==> src/rtl/table_streamer.sv <==
// rtl/table_streamer.sv - streams an init-patterned NRxNC table in row- or column-major order with a running sum
module table_streamer #(
   parameter int NX        = 8,
   parameter int NR        = 4,
   parameter int NC        = 4,
   parameter int INIT_BASE = 0,
   parameter int INIT_STEP = 1
) (
   input  logic          i_clk,
   input  logic          i_rst_n,
   input  logic          i_start,
   input  logic          i_mode,
   input  logic          i_wr_en,
   input  logic [1:0]    i_wr_row,
   input  logic [1:0]    i_wr_col,
   input  logic [NX-1:0] i_wr_data,
   output logic [NX-1:0] o_data,
   output logic [1:0]    o_row,
   output logic [1:0]    o_col,
   output logic          o_valid,
   input  logic          i_ready,
   output logic          o_last,
   output logic [NX+3:0] o_sum,
   output logic          o_busy,
   output logic          o_done
);

   localparam logic [0:0] S_IDLE   = 1'b0;
   localparam logic [0:0] S_STREAM = 1'b1;
   localparam logic [1:0] ROW_MAX  = 2'(NR - 1);
   localparam logic [1:0] COL_MAX  = 2'(NC - 1);

   logic [NX-1:0] r_table [NR][NC];
   logic [0:0]    r_state;
   logic          r_mode;
   logic [1:0]    r_row;
   logic [1:0]    r_col;
   logic [NX+3:0] r_sum;
   logic          r_done;

   logic          w_valid;
   logic          w_hs;
   logic          w_last;
   logic [NX-1:0] w_data;

   function automatic logic [NX-1:0] init_val(input int r, input int c);
      logic [31:0] v;
      v = 32'(INIT_BASE + INIT_STEP * (r * NC + c));
      return v[NX-1:0];
   endfunction

   assign w_valid = (r_state == S_STREAM);
   assign w_hs    = w_valid & i_ready;
   assign w_last  = w_valid & (r_row == ROW_MAX) & (r_col == COL_MAX);
   assign w_data  = r_table[r_row][r_col];

   // Reset reloads the whole table, so a mid-stream reset also discards any patches.
   always_ff @(posedge i_clk or negedge i_rst_n) begin
      if (!i_rst_n) begin
         for (int r = 0; r < NR; r++) begin
            for (int c = 0; c < NC; c++) begin
               r_table[r][c] <= init_val(r, c);
            end
         end
      end else if ((r_state == S_IDLE) && i_wr_en) begin
         r_table[i_wr_row][i_wr_col] <= i_wr_data;
      end
   end

   always_ff @(posedge i_clk or negedge i_rst_n) begin
      if (!i_rst_n) begin
         r_state <= S_IDLE;
         r_mode  <= 1'b0;
         r_row   <= 2'd0;
         r_col   <= 2'd0;
         r_sum   <= '0;
         r_done  <= 1'b0;
      end else begin
         r_done <= 1'b0;
         case (r_state)
            S_IDLE: begin
               if (i_start) begin
                  r_mode  <= i_mode;
                  r_row   <= 2'd0;
                  r_col   <= 2'd0;
                  r_sum   <= '0;
                  r_state <= S_STREAM;
               end
            end
            S_STREAM: begin
               if (w_hs) begin
                  r_sum <= r_sum + {4'b0000, w_data};
                  if (w_last) begin
                     r_state <= S_IDLE;
                     r_row   <= 2'd0;
                     r_col   <= 2'd0;
                     r_done  <= 1'b1;
                  end else if (!r_mode) begin
                     if (r_col == COL_MAX) begin
                        r_col <= 2'd0;
                        r_row <= r_row + 2'd1;
                     end else begin
                        r_col <= r_col + 2'd1;
                     end
                  end else begin
                     if (r_row == ROW_MAX) begin
                        r_row <= 2'd0;
                        r_col <= r_col + 2'd1;
                     end else begin
                        r_row <= r_row + 2'd1;
                     end
                  end
               end
            end
            default: r_state <= S_IDLE;
         endcase
      end
   end

   assign o_data  = w_data;
   assign o_row   = r_row;
   assign o_col   = r_col;
   assign o_valid = w_valid;
   assign o_last  = w_last;
   assign o_sum   = r_sum;
   assign o_busy  = w_valid;
   assign o_done  = r_done;

endmodule

==> config.mk <==
export PLATFORM = sky130hd
export DESIGN_NAME = table_streamer
export DESIGN_NICKNAME = d
export VERILOG_FILES = /design/src/rtl/table_streamer.sv
export SDC_FILE = /design/constraint.sdc
export NUM_CORES = 1
export LEC_CHECK = 0
export CORE_ASPECT_RATIO = 1.4
export CORE_MARGIN = 8
export CORE_UTILIZATION = 51
export DETAILED_ROUTE_END_ITERATION = 8
export GPL_ROUTABILITY_DRIVEN = 1
export PLACE_DENSITY_LB_ADDON = 0.08
export REMOVE_ABC_BUFFERS = 1
export SLEW_MARGIN = 20
export SYNTH_ARGS = -nofsm -noshare
export SYNTH_HDL_FRONTEND = slang
export SYNTH_SLANG_ARGS = --single-unit
==> constraint.sdc <==
create_clock -name i_clk -period 5.3 [get_ports i_clk]
set_input_delay 0.53 -clock i_clk [delete_from_list [all_inputs] [get_ports i_clk]]
set_output_delay 0.53 -clock i_clk [all_outputs]
set_load 0.02 [all_outputs]
==> results of run 1 <==
routing by layer:
| layer | vias up | wire, µm | global-route usage, % |
|---|---|---|---|
| met2 | 97 | 8490 | 33.2 |
| met5 | - | 0 | 0 |
| met3 | 36 | 543 | 3.76 |
| met4 | 0 | 558 | 8.80 |
| li1 | 1869 | - | - |
| met1 | 2251 | 6690 | 22.8 |
cell usage in the layout, fill, tap and decap left out, types with 4 or more instances in the layout:
cell type	synthesis	layout
clkdlybuf4s50_1	0	44
o21ai_0	15	15
clkbuf_1	15	4
mux2_2	126	126
buf_4	1	6
nand2_1	31	31
mux4_1	32	32
a21oi_1	8	8
nor2b_1	7	6
nor2_1	6	6
clkbuf_16	0	17
ha_1	10	10
nand3_1	5	5
dfstp_2	32	32
mux4_2	8	8
dfrtp_1	115	114
mux2i_1	5	5
power breakdown:
part           internal [mW]  switching [mW]  leakage (nW)  total [mW]
registers               1.28           0.215          1.90        1.50
logic                  0.455           0.357          1.74       0.812
clock network          0.733           0.443         0.285        1.18
worst paths after layout:
kind                                to  slack [ps]  depth (start not counted)
max                          o_data[6]        1400                          4
min                           o_sum[4]         200                          1
max reg2reg                   o_sum[7]        1530                          8
min reg2reg                r_table[87]         490                          1
max in group asynchronous  r_table[95]        3850                          2
min in group i_clk         r_table[87]         490                          1
cell type report:
type | count | area, µm² | area share [%]
Inverter | 1 | 3.75 | 0.0451
Multi-Input combinational cell | 292 | 3280 | 39.4
Clock inverter | 8 | 104 | 1.25
Sequential cell | 147 | 3720 | 44.7
Timing Repair Buffer | 51 | 497 | 5.97
Clock buffer | 24 | 482 | 5.79
Tap cell | 185 | 231 | 2.78
metrics by stage:
| step | hold slack [ps] | total power [mW] | setup slack [ps] | cell area [µm²] |
|---|---|---|---|---|
| after floorplan | 234 | 1.98 | 1280 | 7000 |
| after global placement | 470 | 2.30 | 1570 | 7730 |
| after detailed placement | 484 | 2.34 | 1590 | 7730 |
| after CTS | 227 | 3.52 | 1400 | 8310 |
| after global routing | 259 | 3.65 | 1320 | 8310 |
| final | 203 | 3.48 | 1400 | 8310 |
cell families after synthesis:
family	after synthesis	synth area share (%)
muxes	173	35.1
AOI/OAI and AO/OA	38	3.34
buffers and inverters	28	2.19
DFF	147	52.0
xor gates and xnor gates	5	0.613
adders and majority gates	11	2.03
and+or+nand+nor	65	4.67
sequential cells by signal, indices dropped and copies added, names as in the netlist:
name,cells
o_col,2
o_done,1
r_mode,1
r_table,128
o_row,2
o_sum,12
o_busy,1
==> run_results.csv, run 1 <==
group,metric,value,unit
run_status,status,"finished, final reports clean",
setup_path,cp_max_fo,25,
place,dpl.cell_count,676,
grt,antenna_found_initial,0,
timing,totalNegativeSetupSlack,0,ps
grt,overflow,0,
clock_tree,cts_hold_buffers,0,
setup_path,path_buf_inv,2,
place,portBuffers,45,
die,core,13800,µm²
die,start_util,51.9,%
grt,grt_max_degree,93,
synth,synth_top_area_share,40.3,%
clock_tree,cts_resized,0,
place,globalplace.congestion,0.883,
synth,netlist_top_cells_count,"126 x mux2_2, 115 x dfrtp_1, 32 x dfstp_2, 32 x mux4_1, 31 x nand2_1",
setup_path,path_cells,"buf_4 > mux4_1 > mux4_2 > clkdlybuf4s50_1",
setup_path,crit_required,4770,ps
setup_path,crit_family,"multiplexers",
die,die_x,116,µm
setup_path,cpMaxStageDelayCell,"dfrtp_2",
synth,ys.flop_type,"dfrtp_1",
clock_tree,clk_path_buf_depth,2,
timing,finClkSkew,13.7,ps
synth,ys_seq_elements,147,
drt,post-route-drc-count,0,
drt,drtPass1Iterations,4,
die,die-area,18100,µm²
hold_path,hold_class,"in -> async",
timing,fmaxAchievable,257,MHz
timing,slew_violations,0,
clock_tree,post-cts-setup-buffer-count,0,
timing,hold_viol_final,0,
final_layout,final_cells,708,
job,cap_violations,0,
die,rows,51,
clock_tree,insertion_delay,410,ps
die,die-height,156,µm
clock_tree,tritoncts,"yes",
timing,worst_pin_slew,1090,ps
setup_path,critPathMaxStageDelay,870,ps
clock_tree,htree_num_levels,4,
final_layout,fin_util,60.3,%
synth,synth-edff-count,0,
final_layout,layout-drive-gt1-share,39.6,%
setup_path,cp_data_arrival_time,3370,ps
drt,vias,4253,
timing,setup_viol,0,
clock_tree,clkSinkCount,147,
setup_path,startpoint,"o_row[0]",
clock_tree,clk_pin_slew,60,ps
synth,ys_seq_area_share,52.0,%
die,io_pins,46,
synth,ys_top_cells_by_area,"dfrtp_1 40%, mux2_2 20%, dfstp_2 12%, mux4_1 12%, mux4_2 2.5%",
setup_path,cp-start-kind,"flop",
pwr,power_leakage,3.93,nW
setup_path,worstSetupEndpointType,"output pin",
timing,relSlewSlack,27.0,%
timing,fin_crit_sh,73.5,%
drt,ant_nets,0,
clock_tree,numCtsBuffers,17,
drt,drt_iter0_markers,210,
pwr,p_per_area,419,nW/µm²
synth,syn_area_per_cell,15.3,µm²
synth,synth_area,7150,µm²
timing,period_needed,3900,ps
final_layout,diodes,0,
final_layout,fin_nets,539,
drt,via_per_inst,6.01,
synth,yosysTopAreaCell,"dfrtp_1",
grt,grt_pass1_wl,25.8,mm
final_layout,fillers,1079,
pwr,max-vdd-ir-drop,0.000219,V
synth,ys_types,42,
grt,first_global_vias,4574,
drt,wl_per_cell,23.0,µm
timing,rsz0062_at_grt,"false",
setup_path,path_class,"reg -> out",
clock_tree,clockRootBuffer,"clkbuf_16",
synth,yosysMostFrequentCell,"mux2_2",
synth,yosysWarnings,0,
place,hpwl,11.0,mm
final_layout,area_delta_synth_final,16.3,%
synth,synthCells,467,
drt,drt-total-wl,16.3,mm
setup_path,r2r_start,"o_row[0]",
synth,synth-async-reset-ratio,100,%
grt,grt.total_usage,19.4,%
No activity file was read; power rests on OpenSTA's default activity.
==> run 2: changes to the inputs <==
- clock period: 5.3 -> 3.42 ns (I/O delays scaled with it)
==> run_results.csv, run 2 (synthesis gave the netlist of run 1 again) <==
group,metric,value,unit
pwr,p_per_area,665,nW/µm²
pwr,seqPwrFrac,38.5,%
grt,grt_max_degree,80,
final_layout,final_cell_mix,"126 x mux2_2, 114 x dfrtp_1, 44 x clkdlybuf4s50_1",
drt,via_per_inst,5.93,
drt,drt_iter0_markers,285,
clock_tree,clkSinkCount,147,
drt,ant_nets,0,
setup_path,crit_required,3720,ps
clock_tree,clk_pin_slew,60,ps
setup_path,r2r_start,"o_row[0]",
setup_path,path_class,"reg -> reg",
job,cap_violations,0,
timing,relSlewSlack,50.3,%
final_layout,diodes,0,
drt,drtPass1Iterations,4,
place,dpl_worst_slack,37.6,ps
timing,setup_viol,0,
grt,first_global_vias,4579,
timing,worst_pin_slew,746,ps
hold_path,hold_end,"r_mode",
die,die-area,18100,µm²
clock_tree,clk_path_buf_depth,2,
die,die-height,156,µm
timing,rsz0062_at_grt,"false",
pwr,p_switching,1.60,mW
timing,hold_viol_final,0,
timing,fin_crit_sh,96.4,%
clock_tree,clockRootBuffer,"clkbuf_16",
grt,grt_pass1_wl,26.4,mm
hold_path,hold_class,"in -> reg",
run_status,status,"finished, final reports clean",
drt,vias,4252,
timing,finClkSkew,6.55,ps
timing,period_needed,3300,ps
setup_path,worstSetupEndpointType,"flop",
pwr,switching_share,28.4,%
place,portBuffers,45,
grt,overflow,0,
setup_path,cp_max_fo,13,
die,io_pins,46,
pwr,power_leakage,4.00,nW
grt,antenna_found_initial,0,
final_layout,fin_area,8480,µm²
clock_tree,post-cts-setup-buffer-count,0,
pwr,max-vdd-ir-drop,0.000371,V
timing,fmaxAchievable,303,MHz
drt,wl_per_cell,23.3,µm
pwr,power.total,5.64,mW
drt,post-route-drc-count,0,
clock_tree,numCtsBuffers,17,
final_layout,layout-drive-gt1-share,41.5,%
pwr,intPower,4.04,mW
setup_path,rr_endpoint,"o_sum[11]",
place,hpwl,10.9,mm
timing,fin_ws,124,ps
hold_path,min_path_cells,3,
final_layout,largest_register_ffs,128,
final_layout,area_delta_synth_final,18.6,%
die,rows,51,
setup_path,rrSetupSlack,120,ps
place,post_dp_cell_area,7810,µm²
clock_tree,htree_num_levels,4,
pwr,power.share.clock,35.0,%
setup_path,cp_data_arrival_time,3590,ps
setup_path,cp-start-kind,"flop",
clock_tree,insertion_delay,420,ps
final_layout,mostFrequentLayoutCell,"mux2_2",
die,start_util,51.9,%
clock_tree,tritoncts,"yes",
die,die_x,116,µm
pwr,pwr-share-comb,26.5,%
place,globalplace.congestion,0.880,
grt,grt.total_usage,20.0,%
timing,slew_violations,0,
final_layout,fin_nets,548,
setup_path,r2r_cells,9,
final_layout,regMostFlops,"r_table",
final_layout,fin_util,61.5,%
die,core,13800,µm²
drt,drt-total-wl,16.7,mm
hold_path,holdCritStartpoint,"i_mode",
## run 2: power groups by stage
stage	clock (mW)	combinational, mW	sequential, mW
5_1_grt	2.09	1.61	2.20
3_3_place_gp	0	1.47	2.18
4_1_cts	2.00	1.49	2.17
2_1_floorplan	0	0.741	2.32
3_5_place_dp	0	1.49	2.19
6_report	1.97	1.50	2.17
## run 2: cell type report
type | instances | area [µm²]
Inverter | 1 | 3.75
Timing Repair Buffer | 60 | 603
Sequential cell | 147 | 3720
Fill cell | 1079 | 5300
Tap cell | 185 | 231
Multi-Input combinational cell | 292 | 3290
Clock inverter | 10 | 155
Clock buffer | 22 | 474
## run 2: layer usage
layer  part of all wire, %  global-route usage, %  up-vias
li1                      -                      -     1887
met1                    41                   23.7     2244
met2                    53                   34.8      107
met3                   5.0                   4.22       14
met4                   1.3                   7.01        0
met5                     0                      0        -
## run 2: worst max-delay path by stage
stage / cells after the start / from / to
6_report: 9 / o_row[0] / o_sum[11]
5_1_grt: 9 / o_row[0] / o_sum[11]
4_1_cts: 8 / o_row[0] / o_sum[8]
3_5_place_dp: 9 / o_row[0] / o_sum[11]
3_3_place_gp: 9 / o_row[0] / o_sum[11]
2_1_floorplan: 8 / o_row[0] / o_sum[8]
## run 2: worst max-delay path, cell delays in order, from the launching register on
cell	delay [ps]
dfrtp_2	500
buf_8	220
mux4_1	570
mux4_2	550
ha_1	410
nand4_1	160
a211oi_1	300
buf_4	160
o2111ai_1	140
mux2i_1	150
## run 2: metrics by stage
step	TNS (ps)	instances	hold WS, ps
finish	0	717	460
global route	0	717	482
CTS	0	717	455
detailed placement	0	684	423
global placement	0	684	418
floorplan	-3140	440	46.4
## run 2: timing repair
action                                  4_1_cts  5_1_grt
gates resized for setup                       0        8
endpoints found under the setup margin        0        5
hold buffers                                  1        0
endpoints found under the hold margin        14        0
==> run 3: changes to the inputs <==
- CORE_MARGIN: 8 -> default
- SETUP_SLACK_MARGIN: default -> 0.2
==> run_results.csv, run 3 (synthesis gave the netlist of run 1 again) <==
group,metric,value,unit
run_status,status,"finished, violations left",
run_status,violations,"hold timing",
setup_path,path_cells,"buf_12 > buf_12 > mux4_1 > mux4_2 > clkdlybuf4s50_1",
timing,fmaxAchievable,315,MHz
timing,relSlewSlack,45.0,%
setup_path,path_class,"reg -> out",
grt,grt_max_degree,89,
setup_path,worstSetupEndpointType,"output pin",
setup_path,cpMaxStageDelayCell,"clkdlybuf4s50_1",
die,rows,50,
pwr,max-vdd-ir-drop,0.000408,V
timing,finClkSkew,11.4,ps
final_layout,regMostFlops,"r_table",
drt,wl_per_cell,22.8,µm
pwr,switching_share,29.4,%
drt,wl_met1,6.73,mm
drt,via_per_inst,5.90,
place,globalplace.congestion,0.868,
setup_path,path_buf_inv,3,
pwr,intPower,4.06,mW
pwr,p_per_area,668,nW/µm²
place,hpwl,10.8,mm
drt,drtPass1Iterations,4,
drt,drt_iter0_markers,182,
clock_tree,clkSinkCount,147,
clock_tree,clk_path_buf_depth,2,
die,die-height,142,µm
grt,first_global_vias,4550,
drt,drt-total-wl,16.4,mm
pwr,p_switching,1.69,mW
final_layout,final_cell_mix,"126 x mux2_2, 114 x dfrtp_1, 42 x clkdlybuf4s50_1",
final_layout,layout-drive-gt1-share,44.2,%
final_layout,largest_register_ffs,128,
drt,post-route-drc-count,0,
place,portBuffers,45,
drt,met3WireLength,365,µm
clock_tree,htree_num_levels,4,
clock_tree,numCtsBuffers,17,
setup_path,worst_path_most_repeated_cell,"buf_12",
die,die-area,14500,µm²
clock_tree,clockRootBuffer,"clkbuf_16",
drt,ant_nets,0,
drt,met2WireLength,8.82,mm
timing,slew_violations,0,
setup_path,crit_required,3080,ps
final_layout,mostFrequentLayoutCell,"mux2_2",
setup_path,cp-start-kind,"flop",
final_layout,fin_nets,552,
pwr,power_leakage,4.04,nW
drt,top_layer_used,"met4",
final_layout,fin_util,63.7,%
clock_tree,tritoncts,"yes",
clock_tree,cts_hold_buffers,0,
die,start_util,52.9,%
grt,overflow,0,
job,cap_violations,0,
die,core,13500,µm²
clock_tree,insertion_delay,420,ps
timing,worst_pin_slew,825,ps
timing,fin_crit_sh,92.7,%
setup_path,crit_family,"multiplexers",
die,die_x,102,µm
timing,setup_viol,0,
clock_tree,clk_pin_slew,70,ps
final_layout,area_delta_synth_final,20.4,%
final_layout,fillers,1019,
timing,rsz0062_at_grt,"true",
setup_path,critPathMaxStageDelay,590,ps
final_layout,diodes,0,
hold_path,hold_class,"in -> async",
pwr,pwr-share-comb,29.1,%
pwr,seqPwrFrac,38.0,%
grt,grt_pass1_wl,25.6,mm
grt,grt.total_usage,24.8,%
timing,hold_viol_final,5,
setup_path,cp_max_fo,10,
timing,whs,-30.8,ps
grt,antenna_found_initial,0,
setup_path,cp_data_arrival_time,2830,ps
pwr,power.total,5.75,mW
timing,period_needed,3170,ps
drt,vias,4237,
die,io_pins,46,
pwr,power.share.clock,32.9,%
[run 3: changes by cell type in the layout (fill, tap and decap cells not counted), sizes merged, moves of 2 or more]
cell / previous run / this run
dlymetal6s2s: 0 / 2
clkbuf: 22 / 20
buf: 15 / 20
clkdlybuf4s50: 44 / 42
[run 3: worst paths after layout]
| check | slack, ps | to | from | cells past startpoint |
|---|---|---|---|---|
| worst max register to register | 250 | o_sum[10] | o_row[0] | 9 |
| max in group asynchronous | 2610 | r_table[18] | i_rst_n | 2 |
| worst min-delay path | -30 | o_sum[4] | i_rst_n | 1 |
| min in group i_clk | 450 | r_mode | i_mode | 3 |
| worst min register to register | 490 | r_table[91] | r_table[91] | 1 |
| worst max-delay path | 250 | o_data[2] | o_row[0] | 5 |
[run 3: area by class of cell]
| class | instances | area (µm²) | share of cell area, % |
|---|---|---|---|
| sequential | 147 | 3720 | 43.2 |
| multi-input combinational | 292 | 3360 | 39.0 |
| timing repair buffer | 64 | 694 | 8.07 |
| clock buffer | 20 | 447 | 5.19 |
| tap | 182 | 228 | 2.65 |
| clock inverter | 12 | 158 | 1.83 |
| inverter | 1 | 3.75 | 0.0436 |
[run 3: metal layers]
| metal | track usage [%] | vias up |
|---|---|---|
| li1 | - | 1896 |
| met1 | 30.0 | 2228 |
| met2 | 43.5 | 87 |
| met3 | 4.37 | 26 |
| met4 | 10.1 | 0 |
| met5 | 0 | - |
[run 3: worst reg2reg max path: stages (launching register included)]
cell	delay (ps)
dfrtp_2	380
buf_12	140
buf_12	150
mux4_1	610
mux4_2	530
ha_2	410
and3_1	240
a22oi_2	80
a221o_1	370
mux2i_1	130
[run 3: power by group through the flow]
stage | logic (mW) | registers [mW] | clock network, mW
after floorplan | 0.741 | 2.32 | 0
after global placement | 1.47 | 2.22 | 0
after detailed placement | 1.49 | 2.23 | 0
after CTS | 1.66 | 2.18 | 1.93
after global routing | 1.79 | 2.21 | 2.01
final | 1.68 | 2.18 | 1.90
[run 3: timing repair]
action	CTS	global route
gates resized for setup	12	14
setup buffers	5	2
setup endpoints to repair	12	9
pin swaps	2	8
gates cloned	1	0
[run 3: stage by stage]
step           std cells  setup TNS (ps)  area (µm²)  hold slack, ps  setup slack, ps
6_report             718               0        8610           -30.8              250
3_5_place_dp         678               0        7820             451             68.2
4_1_cts              716               0        8550            6.97              220
2_1_floorplan        440           -3140        7000            46.4             -605
3_3_place_gp         678               0        7820             440             93.5
5_1_grt              718               0        8610            25.8              185
